$ cat src/rtl/memory_access_stage.sv
// RV32 memory stage: drives the data-memory request/ack bus, aligns store lanes,
// extends load data, stalls while the bus is busy and registers the MEM->WB bundle.
module memory_access_stage #(
    parameter int DATA_W = 32,
    parameter int ADDR_W = 32
) (
    input  logic              clk,
    input  logic              reset,
    input  logic              MemReadM,
    input  logic              MemWriteM,
    input  logic              RegWriteM,
    input  logic [1:0]        ResultSrcM,
    input  logic [2:0]        DextControlM,
    input  logic [4:0]        RdM,
    input  logic [DATA_W-1:0] ALUResultM,
    input  logic [DATA_W-1:0] WriteDataM,
    input  logic [DATA_W-1:0] PCPlus4M,
    input  logic [DATA_W-1:0] ImmExtM,
    output logic              dmem_req,
    output logic              dmem_we,
    output logic [ADDR_W-1:0] dmem_addr,
    output logic [DATA_W-1:0] dmem_wdata,
    output logic [3:0]        dmem_be,
    input  logic              dmem_ack,
    input  logic [DATA_W-1:0] dmem_rdata,
    output logic              StallM,
    output logic              RegWriteW,
    output logic [1:0]        ResultSrcW,
    output logic [4:0]        RdW,
    output logic [DATA_W-1:0] ALUResultW,
    output logic [DATA_W-1:0] ReadDataW,
    output logic [DATA_W-1:0] PCPlus4W,
    output logic [DATA_W-1:0] ImmExtW,
    output logic              MisalignW
);

    // state | meaning
    // IDLE  | no access outstanding; a new aligned access is issued straight from M inputs
    // WAIT  | access issued, bus driven from latched fields until dmem_ack
    typedef enum logic {IDLE, WAIT} state_t;
    state_t state;

    logic              lat_read, lat_we, lat_rw;
    logic [1:0]        lat_rs;
    logic [2:0]        lat_dext;
    logic [4:0]        lat_rd;
    logic [3:0]        lat_be;
    logic [DATA_W-1:0] lat_alu, lat_wdata, lat_pc4, lat_imm;

    logic              acc, mis, go, in_wait, done;
    logic [3:0]        st_be;
    logic [DATA_W-1:0] st_wdata;
    logic              cur_read, cur_rw;
    logic [1:0]        cur_rs;
    logic [2:0]        cur_dext;
    logic [4:0]        cur_rd;
    logic [DATA_W-1:0] cur_alu, cur_pc4, cur_imm;
    logic [7:0]        byte_v;
    logic [15:0]       half_v;
    logic [DATA_W-1:0] load_v;

    always_comb begin
        acc = MemReadM | MemWriteM;
        case (DextControlM[1:0])
            2'b01:   mis = ALUResultM[0];
            2'b10:   mis = |ALUResultM[1:0];
            default: mis = 1'b0;
        endcase
        go = acc & ~mis;

        st_wdata = WriteDataM;
        st_be    = 4'b1111;
        if (MemWriteM) begin
            case (DextControlM[1:0])
                2'b00: begin
                    st_wdata = {4{WriteDataM[7:0]}};
                    st_be    = 4'b0001 << ALUResultM[1:0];
                end
                2'b01: begin
                    st_wdata = {2{WriteDataM[15:0]}};
                    st_be    = ALUResultM[1] ? 4'b1100 : 4'b0011;
                end
                default: begin
                    st_wdata = WriteDataM;
                    st_be    = 4'b1111;
                end
            endcase
        end
    end

    // In WAIT everything comes from the latched copy so the bus stays frozen
    // even if upstream lets the M-stage inputs drift.
    always_comb begin
        in_wait  = (state == WAIT);
        cur_read = in_wait ? lat_read : MemReadM;
        cur_rw   = in_wait ? lat_rw   : RegWriteM;
        cur_rs   = in_wait ? lat_rs   : ResultSrcM;
        cur_dext = in_wait ? lat_dext : DextControlM;
        cur_rd   = in_wait ? lat_rd   : RdM;
        cur_alu  = in_wait ? lat_alu  : ALUResultM;
        cur_pc4  = in_wait ? lat_pc4  : PCPlus4M;
        cur_imm  = in_wait ? lat_imm  : ImmExtM;

        dmem_req   = ~reset & (in_wait | go);
        dmem_we    = in_wait ? lat_we    : MemWriteM;
        dmem_wdata = in_wait ? lat_wdata : st_wdata;
        dmem_be    = in_wait ? lat_be    : st_be;
        dmem_addr  = {cur_alu[ADDR_W-1:2], 2'b00};
        StallM     = dmem_req & ~dmem_ack;
        done       = dmem_req & dmem_ack;

        byte_v = 8'(dmem_rdata >> {cur_alu[1:0], 3'b000});
        half_v = 16'(dmem_rdata >> {cur_alu[1], 4'b0000});
        case (cur_dext)
            3'b000:  load_v = {{24{byte_v[7]}}, byte_v};
            3'b001:  load_v = {{16{half_v[15]}}, half_v};
            3'b100:  load_v = {24'b0, byte_v};
            3'b101:  load_v = {16'b0, half_v};
            default: load_v = dmem_rdata;
        endcase
    end

    always_ff @(posedge clk) begin
        if (reset) begin
            state      <= IDLE;
            lat_read   <= 1'b0;
            lat_we     <= 1'b0;
            lat_rw     <= 1'b0;
            lat_rs     <= '0;
            lat_dext   <= '0;
            lat_rd     <= '0;
            lat_be     <= '0;
            lat_alu    <= '0;
            lat_wdata  <= '0;
            lat_pc4    <= '0;
            lat_imm    <= '0;
            RegWriteW  <= 1'b0;
            ResultSrcW <= '0;
            RdW        <= '0;
            ALUResultW <= '0;
            ReadDataW  <= '0;
            PCPlus4W   <= '0;
            ImmExtW    <= '0;
            MisalignW  <= 1'b0;
        end else begin
            if (state == IDLE) begin
                lat_read  <= MemReadM;
                lat_we    <= MemWriteM;
                lat_rw    <= RegWriteM;
                lat_rs    <= ResultSrcM;
                lat_dext  <= DextControlM;
                lat_rd    <= RdM;
                lat_be    <= st_be;
                lat_alu   <= ALUResultM;
                lat_wdata <= st_wdata;
                lat_pc4   <= PCPlus4M;
                lat_imm   <= ImmExtM;
            end
            state <= StallM ? WAIT : IDLE;

            if (StallM) begin
                RegWriteW  <= 1'b0;
                ResultSrcW <= '0;
                RdW        <= '0;
                ALUResultW <= '0;
                ReadDataW  <= '0;
                PCPlus4W   <= '0;
                ImmExtW    <= '0;
                MisalignW  <= 1'b0;
            end else begin
                MisalignW  <= ~in_wait & acc & mis;
                RegWriteW  <= cur_rw & ~(~in_wait & acc & mis);
                RdW        <= (~in_wait & acc & mis) ? 5'd0 : cur_rd;
                ResultSrcW <= cur_rs;
                ALUResultW <= cur_alu;
                PCPlus4W   <= cur_pc4;
                ImmExtW    <= cur_imm;
                ReadDataW  <= (done & cur_read) ? load_v : '0;
            end
        end
    end

endmodule
$ cat config.mk
export PLATFORM = sky130hd
export DESIGN_NAME = memory_access_stage
export DESIGN_NICKNAME = d
export VERILOG_FILES = /design/src/rtl/memory_access_stage.sv
export SDC_FILE = /design/constraint.sdc
export NUM_CORES = 1
export LEC_CHECK = 0
export ABC_AREA = 1
export BUFFER_PORTS_ARGS = -buffer_cell sky130_fd_sc_hd__buf_2
export CAP_MARGIN = 30
export CORE_UTILIZATION = 35
export DETAILED_ROUTE_END_ITERATION = 8
export PLACE_DENSITY = 0.56
export SYNTH_ARGS = -nofsm -noshare
export SYNTH_HDL_FRONTEND = slang
export SYNTH_SLANG_ARGS = --single-unit
export TNS_END_PERCENT = 20
$ cat constraint.sdc
create_clock -name clk -period 2.3 [get_ports clk]
set_clock_uncertainty 0.1 [all_clocks]
set_input_delay 0.46 -clock clk [delete_from_list [all_inputs] [get_ports clk]]
set_output_delay 0.46 -clock clk [all_outputs]
set_load 0.01 [all_outputs]
==> impl_metrics.json, run 1 <==
{
  "final_nets": 1986,
  "die_h_um": 177,
  "setup_slack_ns": -0.0662,
  "power_density_nw_per_um2": 827,
  "yosysTopAreaCell": "dfxtp_1",
  "drc": 0,
  "min_to": "lat_rd[1]",
  "clock_latency_ns": 0.56,
  "path_clk_slew_ns": 0.06,
  "die_x_um": 177,
  "hold_path_startpoint": "RdM[1]",
  "fin_setup_tns_ns": -0.501,
  "port_buffers": 381,
  "synthFlopType": "dfxtp_1",
  "startpoint_type": "register",
  "antenna_left": 0,
  "dpl.hpwl_um": 22200,
  "drt_iter0_drc": 393,
  "leakage_uw": 0.00849,
  "critPathMaxStageDelay_ns": 0.44,
  "tightest_slew_ns": 0.542,
  "die_area_um2": 31300,
  "first_global_vias": 9527,
  "path_max_fanout": 7,
  "drv_slew": 0,
  "cp.arrival_ns": 1.81,
  "place_inst": 2121,
  "grt_max_degree": 67,
  "clock.fmax_mhz": 423,
  "finalHoldViolCount": 0,
  "r2r-start": "in_wait",
  "fin_crit_sh_pct": 103,
  "path_cells": "buf_6, inv_8, buf_4, nand3_1, nand2_2, nand2_1, o21ai_2, inv_1, buf_2",
  "holdPathStages": 3,
  "initial_utilization_pct": 35.8,
  "h-tree-depth": 1,
  "synth_area_leaders": "dfxtp_1, nand2_1, nor2_1",
  "ff2ff_path_depth": 16,
  "area_delta_synth_final_pct": 39.4,
  "holdBufCountCts": 0,
  "postSynthCellCount": 1420,
  "finalCriticalPeriod_ns": 2.37,
  "critPathRequiredTime_ns": 1.74,
  "ys_seq_area_share_pct": 52.9,
  "grt_antenna_before_repair": 3,
  "endpoint_kind": "primary output",
  "ios": 384,
  "grt_use_total_pct": 20.4,
  "design.core.area_um2": 29900,
  "vias": 9947,
  "violations": "setup timing",
  "avgSynthCellArea_um2": 7.54,
  "numCtsBuffers": 31,
  "relSlewSlack_pct": 63.9,
  "rows": 63,
  "instances_no_fill": 2219,
  "status": "finished with violations",
  "rsz0062_at_grt": "true",
  "drive_above_1_share_pct": 36.1,
  "critical_path.slowest_cell": "dfxtp_4",
  "synthArstFlopShare_pct": 0,
  "ys_ff_latch": 283,
  "cts_tree": "yes",
  "wire_per_inst_um": 14.9,
  "report.final.setup_viol": 25,
  "rrSetupSlack_ns": 0.09,
  "worstHoldPathType": "input pin to register",
  "syn_area_um2": 10700,
  "grt_pass1_wl_um": 50500,
  "ir_drop_uv": 552,
  "gp_congestion": 0.880,
  "synth-edff-count": 0,
  "clockBufferDepth": 3,
  "cts_root_buf": "clkbuf_16",
  "yosysUniqueCellTypes": 31,
  "rr_endpoint": "lat_wdata[9]",
  "synth_warnings": 0,
  "fillers": 2988,
  "grt_overflow": 0,
  "crit_type": "register to primary output",
  "wirelength_um": 33000,
  "netlist.area_leader.share_pct": 52.9,
  "clock-sinks": 283,
  "vias_per_cell": 4.48,
  "maxCapViolCount": 0,
  "dr.pass1.iters": 6
}
## repair_timing
action / in CTS / in global routing
pin swaps: 12 / 7
gates cloned: 9 / 1
endpoints found under the hold margin: 0 / 0
endpoints found under the setup margin: 66 / 71
buffers inserted: 34 / 1
resized for setup: 137 / 23
## kinds of logic (layout without fill, tap and decap cells)
family | Yosys count | in the layout | share of synthesized area (%)
AOI/OAI and AO/OA | 164 | 164 | 8.14
adders and majority gates | 3 | 3 | 0.351
buffers and inverters | 324 | 730 | 13.3
DFF | 283 | 283 | 52.9
muxes | 6 | 6 | 0.561
other | 1 | 4 | 0.0350
and+or+nand+nor | 639 | 639 | 24.7
## state kept, by name, summed over array words and instances (netlist names), 32 cells and up
register    cells
lat_imm        32
PCPlus4W       32
lat_alu        32
ImmExtW        32
lat_pc4        32
ReadDataW      32
lat_wdata      32
ALUResultW     32
## Yosys cell counts, types with 6 or more instances
library cell	number
nand2_1	318
dfxtp_1	283
nor2_1	205
inv_1	192
o21ai_0	87
nand3_1	60
clkbuf_1	36
buf_4	35
o21ai_1	34
or2_2	32
buf_2	30
a21oi_1	26
inv_2	26
o211ai_1	8
and2_1	7
mux2i_1	6
## routing by layer
metal	share of wire, %	global-route usage, %	vias up
met5	0.045	0	-
met2	47	34.5	304
met1	43	25.4	4554
li1	-	-	5023
met3	6.5	4.85	64
met4	3.0	7.08	2
## layout make-up
class | instances | area, um^2 | area share [%]
clock inverters | 6 | 95.1 | 0.638
repair buffers | 457 | 2930 | 19.6
inverters | 218 | 831 | 5.57
repair inverters | 2 | 20.0 | 0.134
flip-flops and latches | 283 | 5670 | 38.0
well taps | 390 | 488 | 3.27
multi-input cells | 814 | 3960 | 26.6
clock buffers | 47 | 916 | 6.14
diodes | 2 | 5.00 | 0.0336
## cell usage in the layout (no fill, tap or decap), types with 18 or more instances in the layout
master	count
or2_4	30
dfxtp_1	282
o21ai_2	46
a21oi_1	25
clkbuf_16	32
inv_1	187
buf_4	48
nor2_1	201
nand2_1	304
buf_6	18
nand2_2	18
inv_2	30
buf_2	369
nand3_1	55
o21ai_0	71
## worst max-delay path by stage
stage / from / endpoint / slack (ns) / depth (start not counted)
after floorplan: DextControlM[1] / dmem_wdata[28] / 0.06 / 9
after global placement: DextControlM[1] / dmem_wdata[25] / 0.03 / 10
after detailed placement: DextControlM[1] / dmem_wdata[25] / 0.02 / 10
after CTS: in_wait / StallM / -0.09 / 8
after global routing: in_wait / dmem_wdata[13] / -0.17 / 9
final: in_wait / dmem_wdata[13] / -0.07 / 9
## where the power goes
group / total, uW / switching (uW) / internal [uW]
logic: 2070 / 1170 / 897
registers: 5370 / 100 / 5270
clock network: 4890 / 1950 / 2940
## through the flow
step	cell area [um^2]	hold slack (ns)	util (%)	setup WS, ns	power [uW]
after floorplan	10700	0.340	-	0.0610	6530
final	14900	0.0609	49.9	-0.0662	12300
after global routing	14900	0.0629	49.9	-0.171	12900
after global placement	12900	0.352	43.2	0.0292	7220
after CTS	14800	0.0341	49.6	-0.0891	12500
after detailed placement	12900	0.357	43.2	0.0158	7230
## critical path: cells and delay by family (launching register included)
| kind | cells | cell delay [ns] |
|---|---|---|
| simple gates | 3 | 0.24 |
| buf+inv | 5 | 0.51 |
| flops | 1 | 0.44 |
| compound gates | 1 | 0.06 |
Power figures use the tool's default switching activity.
==> inputs of run 2 (changes only) <==
Settings changed: TNS_END_PERCENT 20 to not set.
==> run 2 against run 1 <==
The flow still finishes with violations (setup timing). Wire length grew 4.0%. Worst hold slack worse by 0.0026 ns. Largest power group unchanged. Sequential power hardly changed.
==> impl_metrics.json, run 2 (synthesis results as in run 1) <==
{
  "grt.met1_usage_pct": 25.7,
  "fin_setup_tns_ns": -1.35,
  "endpoint_kind": "primary output",
  "clock_latency_ns": 0.57,
  "grt_max_degree": 67,
  "wire_per_inst_um": 15.2,
  "drive_above_1_share_pct": 38.1,
  "vias": 10100,
  "dpl.hpwl_um": 22200,
  "wirelength_um": 34300,
  "die_x_um": 177,
  "critical_path.slowest_cell": "dfxtp_4",
  "path_max_fanout": 7,
  "numCtsBuffers": 31,
  "fillers": 2913,
  "critPathMaxStageDelay_ns": 0.44,
  "grt_use_met2_pct": 35.7,
  "instances_no_fill": 2252,
  "die_h_um": 177,
  "area_delta_synth_final_pct": 43.4,
  "design.core.area_um2": 29900,
  "initial_utilization_pct": 35.8,
  "cp.arrival_ns": 1.81,
  "gp_congestion": 0.880,
  "final_nets": 2019,
  "antenna_left": 0,
  "finalCriticalPeriod_ns": 2.37,
  "rows": 63,
  "path_cells": "buf_6, inv_8, bufbuf_16, o21ai_4, inv_1, buf_6",
  "clock-sinks": 283,
  "drv_slew": 0,
  "grt_pass1_wl_um": 51700,
  "critPathRequiredTime_ns": 1.74,
  "ir_drop_uv": 552,
  "startpoint_type": "register",
  "port_buffers": 381,
  "clockBufferDepth": 3,
  "first_global_vias": 9738,
  "tightest_slew_ns": 0.539,
  "worstHoldPathType": "input pin to register",
  "maxCapViolCount": 0,
  "power_density_nw_per_um2": 815,
  "clock.fmax_mhz": 421,
  "cp_common_cell": "buf_6",
  "rsz0062_at_grt": "true",
  "final_cell_mix": "buf_2, nand2_1, dfxtp_1, nor2_1, inv_1",
  "grt_overflow": 0,
  "ios": 384,
  "layout_commonest_cell": "buf_2",
  "h-tree-depth": 1,
  "vias_per_cell": 4.49,
  "dr.pass1.iters": 4,
  "leakage_uw": 0.00869,
  "die_area_um2": 31300,
  "violations": "setup timing",
  "drt_iter0_drc": 460,
  "path_clk_slew_ns": 0.06,
  "setup_slack_ns": -0.0744,
  "report.final.setup_viol": 51,
  "holdBufCountCts": 0,
  "crit_type": "register to primary output",
  "fin_crit_sh_pct": 103,
  "relSlewSlack_pct": 64.1,
  "grt_use_total_pct": 21.0,
  "drc": 0,
  "busiest_layer": "met2",
  "finalHoldViolCount": 0,
  "cts_root_buf": "clkbuf_16",
  "place_inst": 2121,
  "grt_antenna_before_repair": 3,
  "met3_usage_pct": 4.94,
  "cts_tree": "yes",
  "status": "finished with violations"
}
run 2: cell count changes in the layout (fill, tap and decap cells not counted), moves of 3 or more:
cell / previous run / this run
buf_2: 369 / 365
buf_4: 48 / 79
buf_6: 18 / 22
inv_1: 187 / 183
inv_2: 30 / 33
nand2_1: 304 / 294
nand2_2: 18 / 27
o21ai_2: 46 / 38
o21ai_4: 2 / 10
run 2: through the flow:
step	utilization, %	hold WS (ns)	instance area, um^2	power (uW)	setup WS (ns)
2_1_floorplan	-	0.340	10700	6530	0.0610
3_3_place_gp	43.2	0.352	12900	7220	0.0292
3_5_place_dp	43.2	0.357	12900	7230	0.0158
4_1_cts	50.5	0.0341	15100	12500	-0.0891
5_1_grt	51.4	0.0628	15300	13100	-0.155
6_report	51.4	0.0583	15300	12500	-0.0744
run 2: final cells by class:
type	count	area, um^2	area share (%)
sequential	283	5670	36.9
multi-input combinational	814	4070	26.5
timing repair buffer	490	3250	21.2
clock buffer	47	916	5.97
inverter	218	833	5.43
tap	390	488	3.18
clock inverter	6	95.1	0.620
timing repair inverter	2	20.0	0.130
antenna	2	5.00	0.0326
run 2: critical path, delay by kind of cell, from the launching register on:
family / cells / cell delay [ns]
flip-flops: 1 / 0.44
AO/OA/AOI/OAI: 1 / 0.16
buffers and inverters: 5 / 0.64
run 2: routing by layer:
layer	vias to the layer above	part of all wire, %
li1	5086	-
met1	4654	43
met2	304	48
met3	76	6.2
met4	2	3.4
met5	-	0.044
run 2: timing repair:
action                     in CTS  in global routing
buffers inserted               59                  8
gates resized for setup       148                 44
setup endpoints to repair      66                 74
pin swaps                      15                 14
gates cloned                   10                  2
run 2: where the power goes:
group          internal (uW)  total [uW]  switching, uW
Combinational            992        2220           1230
Sequential              5270        5370            104
Clock                   2940        4900           1960
run 2: path summary, 6_finish.rpt:
path           start              to  slack, ns  cells past startpoint
max          in_wait  dmem_wdata[12]      -0.07                      6
min           RdM[1]       lat_rd[1]       0.06                      3
max reg2reg  in_wait  ALUResultW[30]      -0.03                     14
min reg2reg   lat_we          lat_we       0.37                      2
==> inputs of run 3 (changes only) <==
Settings changed: CORE_MARGIN set to 4, CORE_UTILIZATION 35 to 50, PLACE_DENSITY 0.56 to 0.76.
==> run 3 against run 2 <==
The flow still finishes with violations (setup timing). Sequential cell count unchanged. Combinational power decreased by 9.5%. Sequential power about the same. Via count increased by 0.57%. Register-to-register slack improved by 0.14 ns. Utilization increased by 18 points. Maximum frequency increased by 1.0%. Die area decreased by 24%. Global-route usage increased by 4.1 points. Total power increased by 0.57%. First-iteration DRC count increased by 20%. Clock power increased by 5.7%. Largest cell class unchanged.
==> impl_metrics.json, run 3 (synthesis results as in run 1) <==
{
  "clockBufferDepth": 3,
  "rows": 53,
  "wirelength_um": 32800,
  "cts_root_buf": "clkbuf_16",
  "report.final.setup_viol": 17,
  "busiest_layer": "met2",
  "port_buffers": 381,
  "design.core.area_um2": 21000,
  "instances_no_fill": 2081,
  "grt.met1_usage_pct": 30.9,
  "clock.fmax_mhz": 425,
  "critical_path.slowest_cell": "dfxtp_4",
  "rsz0062_at_grt": "true",
  "grt_use_met2_pct": 43.6,
  "violations": "setup timing",
  "grt_max_degree": 68,
  "grt_antenna_before_repair": 1,
  "finalCriticalPeriod_ns": 2.35,
  "startpoint_type": "register",
  "finalHoldViolCount": 0,
  "final_cell_mix": "buf_2, nand2_1, dfxtp_1, nor2_1, inv_1",
  "path_clk_slew_ns": 0.06,
  "critPathRequiredTime_ns": 1.74,
  "relSlewSlack_pct": 64.4,
  "cp_common_cell": "nand2_1",
  "dr.pass1.iters": 5,
  "leakage_uw": 0.00836,
  "endpoint_kind": "primary output",
  "critPathMaxStageDelay_ns": 0.39,
  "gp_congestion": 0.911,
  "layout_commonest_cell": "buf_2",
  "drv_slew": 0,
  "h-tree-depth": 1,
  "final_core_util_pct": 69.4,
  "wire_per_inst_um": 15.8,
  "holdBufCountCts": 0,
  "grt_pass1_wl_um": 49500,
  "fin_crit_sh_pct": 102,
  "tightest_slew_ns": 0.535,
  "dpl.hpwl_um": 21600,
  "fillers": 1649,
  "die_h_um": 154,
  "antenna_left": 0,
  "cp.arrival_ns": 1.79,
  "place_inst": 1996,
  "clock_latency_ns": 0.53,
  "post-place-ws_ns": 0.0198,
  "path_cells": "buf_8, nor2_4, inv_4, nand2_1, nand2_1, o21ai_2, inv_1, buf_2",
  "final_nets": 1963,
  "die_area_um2": 23800,
  "num_antenna_cells": 0,
  "vias": 10200,
  "maxCapViolCount": 0,
  "initial_utilization_pct": 50.9,
  "grt_overflow": 0,
  "drc": 0,
  "hold_ws_ns": 0.0778,
  "drive_above_1_share_pct": 35.5,
  "worstHoldPathType": "input pin to register",
  "first_global_vias": 9692,
  "area_delta_synth_final_pct": 36.3,
  "drt_iter0_drc": 553,
  "ir_drop_uv": 627,
  "vias_per_cell": 4.89,
  "crit_type": "register to primary output",
  "met3_usage_pct": 5.26,
  "setup_slack_ns": -0.0509,
  "grt_use_total_pct": 25.1,
  "ios": 384,
  "cts_tree": "yes",
  "numCtsBuffers": 28,
  "path_max_fanout": 16,
  "clock-sinks": 283,
  "die_x_um": 154,
  "power_density_nw_per_um2": 862,
  "status": "finished with violations"
}
## run 3: area by class of cell
class	instances	area [um^2]	share of cell area, %
flip-flops and latches	283	5670	38.9
multi-input cells	814	3960	27.1
well taps	275	344	2.36
clock buffers	36	781	5.35
clock inverters	16	299	2.05
repair buffers	439	2710	18.6
inverters	218	833	5.71
## run 3: metrics by stage
| stage | instance area, um^2 | setup TNS (ns) | power [uW] |
|---|---|---|---|
| 5_1_grt | 14600 | -4.45 | 13100 |
| 3_5_place_dp | 12700 | 0 | 7200 |
| 2_1_floorplan | 10700 | 0 | 6530 |
| 3_3_place_gp | 12700 | 0 | 7160 |
| 4_1_cts | 14300 | -1.25 | 12500 |
| 6_report | 14600 | -0.404 | 12600 |
## run 3: metal layers
layer,vias up,share of wire [%]
met5,-,0.040
met4,2,3.7
met3,81,8.4
met2,470,49
met1,4654,39
li1,4973,-
## run 3: path summary, 6_finish.rpt
path                            slack [ns]  depth (start not counted)        endpoint     from
worst max-delay path                 -0.05                          8  dmem_wdata[29]  in_wait
worst min register to register        0.37                          2          lat_we   lat_we
worst min-delay path                  0.08                          3       lat_rd[2]   RdM[2]
worst max register to register        0.11                         16   lat_wdata[10]  in_wait
## run 3: power breakdown
| part | internal, uW | switching, uW | total [uW] | leakage [uW] |
|---|---|---|---|---|
| combinational | 837 | 1170 | 2010 | 0.00550 |
| sequential | 5270 | 115 | 5380 | 0.00235 |
| clock | 3210 | 1970 | 5180 | 0.000516 |
## run 3: worst max-delay path: cells and delay by family (launching register included)
kind                   cells  cell delay (ns)
AOI/OAI and AO/OA          1             0.09
DFF                        1             0.39
and+or+nand+nor            3             0.32
buffers and inverters      4             0.45
## run 3: repair_timing
| item | CTS | global route |
|---|---|---|
| pin swaps | 8 | 9 |
| setup buffers | 26 | 5 |
| setup endpoints to repair | 64 | 173 |
| gates cloned | 3 | 4 |
| resized for setup | 82 | 59 |
| hold endpoints to repair | 0 | 0 |
